[src/rtl/rr_mux_4_1_arb.sv]
// rr_mux_4_1_arb: 4-requester arbiter feeding a registered 4:1 mux output
// stage with a valid/ready handshake on both sides.
// Optional feature: define RR_MUX_FAIR_EN for round-robin arbitration.
// When it is undefined, arbitration is fixed priority with index 0 highest.
module rr_mux_4_1_arb #(
  parameter int unsigned WIDTH = 4
) (
  input  logic             clk,
  input  logic             rst_n,
  input  logic [3:0]       in_valid,
  input  logic [WIDTH-1:0] in_data0,
  input  logic [WIDTH-1:0] in_data1,
  input  logic [WIDTH-1:0] in_data2,
  input  logic [WIDTH-1:0] in_data3,
  output logic [3:0]       in_ready,
  output logic             out_valid,
  input  logic             out_ready,
  output logic [WIDTH-1:0] out_data,
  output logic [1:0]       out_sel
);

  localparam int unsigned NREQ  = 4;
  localparam int unsigned SEL_W = 2;

  logic [SEL_W-1:0] base_c;
  logic [SEL_W-1:0] grant_idx_c;
  logic             grant_any_c;
  logic             load_c;
  logic             xfer_c;
  logic [WIDTH-1:0] grant_data_c;

  logic             out_valid_q, out_valid_d;
  logic [WIDTH-1:0] out_data_q,  out_data_d;
  logic [SEL_W-1:0] out_sel_q,   out_sel_d;

`ifdef RR_MUX_FAIR_EN
  logic [SEL_W-1:0] ptr_q, ptr_d;

  // Highest-priority requester index comes from the rotating pointer.
  assign base_c = ptr_q;
`else
  // Fixed priority: search always starts at requester 0.
  assign base_c = '0;
`endif

  // Find the first asserted valid in priority order starting at base_c.
  always_comb begin
    logic [SEL_W-1:0] idx;
    grant_idx_c = '0;
    grant_any_c = 1'b0;
    idx         = '0;
    for (int k = int'(NREQ) - 1; k >= 0; k--) begin
      idx = base_c + SEL_W'(k);
      if (in_valid[idx]) begin
        grant_idx_c = idx;
        grant_any_c = 1'b1;
      end
    end
  end

  // Payload mux for the granted requester.
  always_comb begin
    grant_data_c = in_data0;
    case (grant_idx_c)
      2'd0:    grant_data_c = in_data0;
      2'd1:    grant_data_c = in_data1;
      2'd2:    grant_data_c = in_data2;
      default: grant_data_c = in_data3;
    endcase
  end

  // Output register can take a word when empty or being drained this cycle.
  assign load_c   = !out_valid_q || out_ready;
  // No transfer may complete while reset is asserted.
  assign xfer_c   = rst_n && load_c && grant_any_c;
  assign in_ready = xfer_c ? (NREQ'(1) << grant_idx_c) : '0;

  // Next-state for the output register (and pointer when fair).
  always_comb begin
    out_valid_d = out_valid_q;
    out_data_d  = out_data_q;
    out_sel_d   = out_sel_q;
`ifdef RR_MUX_FAIR_EN
    ptr_d       = ptr_q;
`endif
    if (xfer_c) begin
      out_valid_d = 1'b1;
      out_data_d  = grant_data_c;
      out_sel_d   = grant_idx_c;
`ifdef RR_MUX_FAIR_EN
      ptr_d       = grant_idx_c + SEL_W'(1);
`endif
    end else if (load_c) begin
      out_valid_d = 1'b0;
    end
  end

  // State registers with asynchronous reset.
  always_ff @(posedge clk or negedge rst_n) begin
    if (!rst_n) begin
      out_valid_q <= 1'b0;
      out_data_q  <= '0;
      out_sel_q   <= '0;
`ifdef RR_MUX_FAIR_EN
      ptr_q       <= '0;
`endif
    end else begin
      out_valid_q <= out_valid_d;
      out_data_q  <= out_data_d;
      out_sel_q   <= out_sel_d;
`ifdef RR_MUX_FAIR_EN
      ptr_q       <= ptr_d;
`endif
    end
  end

  assign out_valid = out_valid_q;
  assign out_data  = out_data_q;
  assign out_sel   = out_sel_q;

endmodule

[config.mk]
export PLATFORM = sky130hd
export DESIGN_NAME = rr_mux_4_1_arb
export DESIGN_NICKNAME = d
export VERILOG_FILES = /design/src/rtl/rr_mux_4_1_arb.sv
export SDC_FILE = /design/constraint.sdc
export NUM_CORES = 1
export LEC_CHECK = 0
export ABC_AREA = 1
export CAP_MARGIN = 20
export CORE_MARGIN = 3
export CORE_UTILIZATION = 39
export DETAILED_ROUTE_END_ITERATION = 7
export PLACE_DENSITY = 0.83
export SYNTH_ARGS = -nofsm -noshare
export SYNTH_HDL_FRONTEND = slang
export SYNTH_SLANG_ARGS = --single-unit
[constraint.sdc]
create_clock -name clk -period 2.7 [get_ports clk]
set_clock_uncertainty 0.15 [all_clocks]
set_input_delay 0.675 -clock clk [delete_from_list [all_inputs] [get_ports clk]]
set_output_delay 0.675 -clock clk [all_outputs]
set_load 0.02 [all_outputs]
==> results.md, run 1 <==
- Final ANT Viol Nets: 0
- Root buf cell: clkbuf_4
- Die area: between 0.0015 and 0.002 mm²
- Area after DPL: about 0.0010 mm²
- Hold Vio Cnt, Final: 0
- Critical Path Sink Type: primary output
- Sinks on Clock Net: 7
- Wirelength per Cell: roughly 12 µm
- Mapped Area: between 500 and 600 µm²
- Hold buffer count at CTS: 0
- Period utilization: 96.5%
- Sequential area share after synthesis: a little under a third
- Worst Hold Path EP: out_data[0]
- Drt pass-1 iters: 5
- WP buf/inv: 3
- Max VDD drop: about 0.16 mV
- # IOs: 34
- Worst min path class: register to register
- Stages on the worst setup path: 6
- Highest Clock Rate: about 380 MHz
- Setup slack, reg-to-reg: 1.46 ns
- Slew margin rel.: between 80% and 90%
- Synth cell types: 16
- FF-to-FF Start: out_valid
- Clock Pin Slew Worst Setup and Hold Paths: 0.05 ns
- Via density: around 4.8
- Layout cells sized above 1: a little under a third
- Leak Pwr: ~0.55 nW
- WS Path Type: primary input to primary output
- Final TNS setup: 0 ns
- Worst skew pair latency: 0.26 ns
- Synth Warn #: 0
- Pwr per Cell Area: approximately 400 mW/mm²
- Outcome: finished clean
- H-tree levels: 1
- Critical R2R Capture: out_data[1]
- Non-Filler Instances: 150
- Post-route cell area: roughly 0.0010 mm²
- Port bufs: 33
- Syn nets: between 100 and 150
- Final #Nets: 159
- Crit path cell chain: clkdlybuf4s50_1, inv_1, nand2_2, nand3_4, nor2_2, clkdlybuf4s15_2
- Max-Cap Viols: 0
- Mean Syn Cell Area: a little under 7 µm²
- FP Rows: 13
- WHS: approximately 0.33 ns
- Critical Path Max Stage Delay: between 0.4 and 0.5 ns
- Fill count: around 110
- Worst-margin pin slew: ~0.23 ns
- Slowest stage cell, crit path: clkdlybuf4s50_1
- Synth area leaders: dfrtp_1 30%, nand2_1 20%, nand3_1 7.8%
- Largest area contributor in the netlist: dfrtp_1
- Starting Density: ~43%
- Grt ovf: 0
- Core area: about 0.0014 mm²
- Vias in the first global route: about 720
- Via total after detailed routing: a little over 700
- RSZ-0062 raised after global routing: no
- Routed WL: 1730 µm
- # setup viols final: 0
- WHS Path Cells: 2
- Initial DRC count: 7
- Die boundary height: ~45 µm
- Placer Congestion: a little under 0.8
- First-pass GRT wire length: 2810 µm
- Post-synthesis cell count: 85
- Crit-path max FO: 6
- Crit path DAT: 1.78 ns
- CTS tree: yes
- Max clock buf depth: 2
- ANT cells: 0
- Min-delay src: out_data[0]
- Max Slew Vio Count: 0
- Antenna violations before repair: 0
- Worst Reg2Reg Path Length in Cells: 6
- Synth Register Bits: 7
- Largest net degree at the start of global routing: 8
- Place WS: -0.424 ns
- Min Tclk post-route: approximately 2.6 ns
- Synth top area share: between 30% and 40%
- Final WS setup: about 0.093 ns
- Largest delay share family, worst path: buffers and inverters
- Placed Cells: about 150
- DP Wirelength: ~1500 µm
- Crit path required time: approximately 1.9 ns
- Global Route Usage Sum: ~20%
- Layout area overhead: 80.2%
- Post-CTS Setup Inserts: 0
- Crit path launch type: primary input
- CTS buffer count: 3
- Die X: approximately 45 µm
- Drc violations: 0
## layout make-up
type	count	area [µm²]	share of cell area (%)
clock buffers	4	26.3	2.51
inverters	11	41.3	3.95
multi-input cells	66	360	34.4
flip-flops and latches	7	175	16.7
well taps	15	18.8	1.79
repair buffers	47	424	40.6
## where the power goes
part / leakage, nW / switching, W / internal, W
sequential: 0.0873 / 0.00000931 / 0.000122
clock: 0.0150 / 0.0000420 / 0.0000566
combinational: 0.444 / 0.0000907 / 0.0000953
## worst max-delay path by stage
stage | start | end | slack [ns]
after floorplan | out_ready | in_ready[2] | 0.52
after global placement | in_valid[2] | in_ready[0] | -0.36
after detailed placement | in_valid[1] | in_ready[3] | -0.42
after CTS | in_valid[0] | in_ready[0] | -0.003
after global routing | out_ready | in_ready[0] | 0.03
final | out_ready | in_ready[0] | 0.09
## worst min-delay path: stages, from the launching register on
cell and delay, ns:
dfrtp_1 0.34, nand2_1 0.06, nand2_1 0.05
## placed cells by master (no fill, tap or decap)
cell type | Yosys | routed
nor3_1 | 4 | 4
dlygate4sd2_1 | 0 | 4
clkbuf_4 | 0 | 3
buf_2 | 0 | 2
nand2_2 | 1 | 2
clkdlybuf4s50_1 | 0 | 25
nand2_1 | 31 | 30
nand4_1 | 1 | 1
inv_2 | 6 | 6
nor3_2 | 2 | 2
dlymetal6s2s_1 | 0 | 1
o21ai_2 | 3 | 3
clkdlybuf4s15_2 | 0 | 1
clkbuf_1 | 0 | 1
inv_1 | 5 | 5
nand2_4 | 4 | 4
nand3_4 | 1 | 1
nand3_1 | 9 | 9
nor2_4 | 1 | 2
nor2_1 | 7 | 7
buf_4 | 0 | 14
nor2_2 | 2 | 1
dfrtp_1 | 7 | 7
## per-layer routing
layer | vias to the layer above | track usage (%) | part of all wire (%)
met3 | 0 | 5.28 | 5.8
met4 | 0 | 9.64 | 0
met2 | 29 | 38.1 | 55
met5 | - | 0 | 0
met1 | 330 | 18.1 | 39
li1 | 368 | - | -
## through the flow
step / utilization (%) / power, W
2_1_floorplan: - / 0.000217
5_1_grt: 77.5 / 0.000444
4_1_cts: 77.1 / 0.000422
3_3_place_gp: 75.8 / 0.000316
6_report: 77.5 / 0.000416
3_5_place_dp: 75.8 / 0.000321
## kinds of logic after synthesis
family / count (synthesis) / share of synthesized area [%]
flip-flops: 7 / 30.2
AO/OA/AOI/OAI: 3 / 4.53
buffers and inverters: 12 / 9.05
AND/OR/NAND/NOR: 63 / 56.3
## what timing repair did
item | CTS | global route
resized for setup | 16 | 2
gates cloned | 0 | 0
setup endpoints to repair | 4 | 2
endpoints found under the hold margin | 0 | 0
## cells in the mapped netlist
| master | number |
|---|---|
| inv_2 | 6 |
| o21ai_2 | 3 |
| nand2_2 | 1 |
| buf_6 | 1 |
| nand3_4 | 1 |
| nor2_4 | 1 |
| dfrtp_1 | 7 |
| nor2_2 | 2 |
| nand4_1 | 1 |
| inv_1 | 5 |
| nor3_1 | 4 |
| nand2_4 | 4 |
| nand3_1 | 9 |
| nor2_1 | 7 |
| nor3_2 | 2 |
| nand2_1 | 31 |
## flip-flops by register name, indices dropped and copies added, names as in the netlist
signal and count:
out_data 4, out_sel 2, out_valid 1
Power figures use the tool's default switching activity.
==> inputs of run 2 (changes only) <==
--- a/config.mk
+++ b/config.mk
@@ -6,7 +6,6 @@
 export NUM_CORES = 1
 export LEC_CHECK = 0
 export ABC_AREA = 1
-export CAP_MARGIN = 20
 export CORE_MARGIN = 3
 export CORE_UTILIZATION = 39
 export DETAILED_ROUTE_END_ITERATION = 7
==> results of run 2 <==
Same layout as run 1: the final DEF is identical, and so are final timing and power.
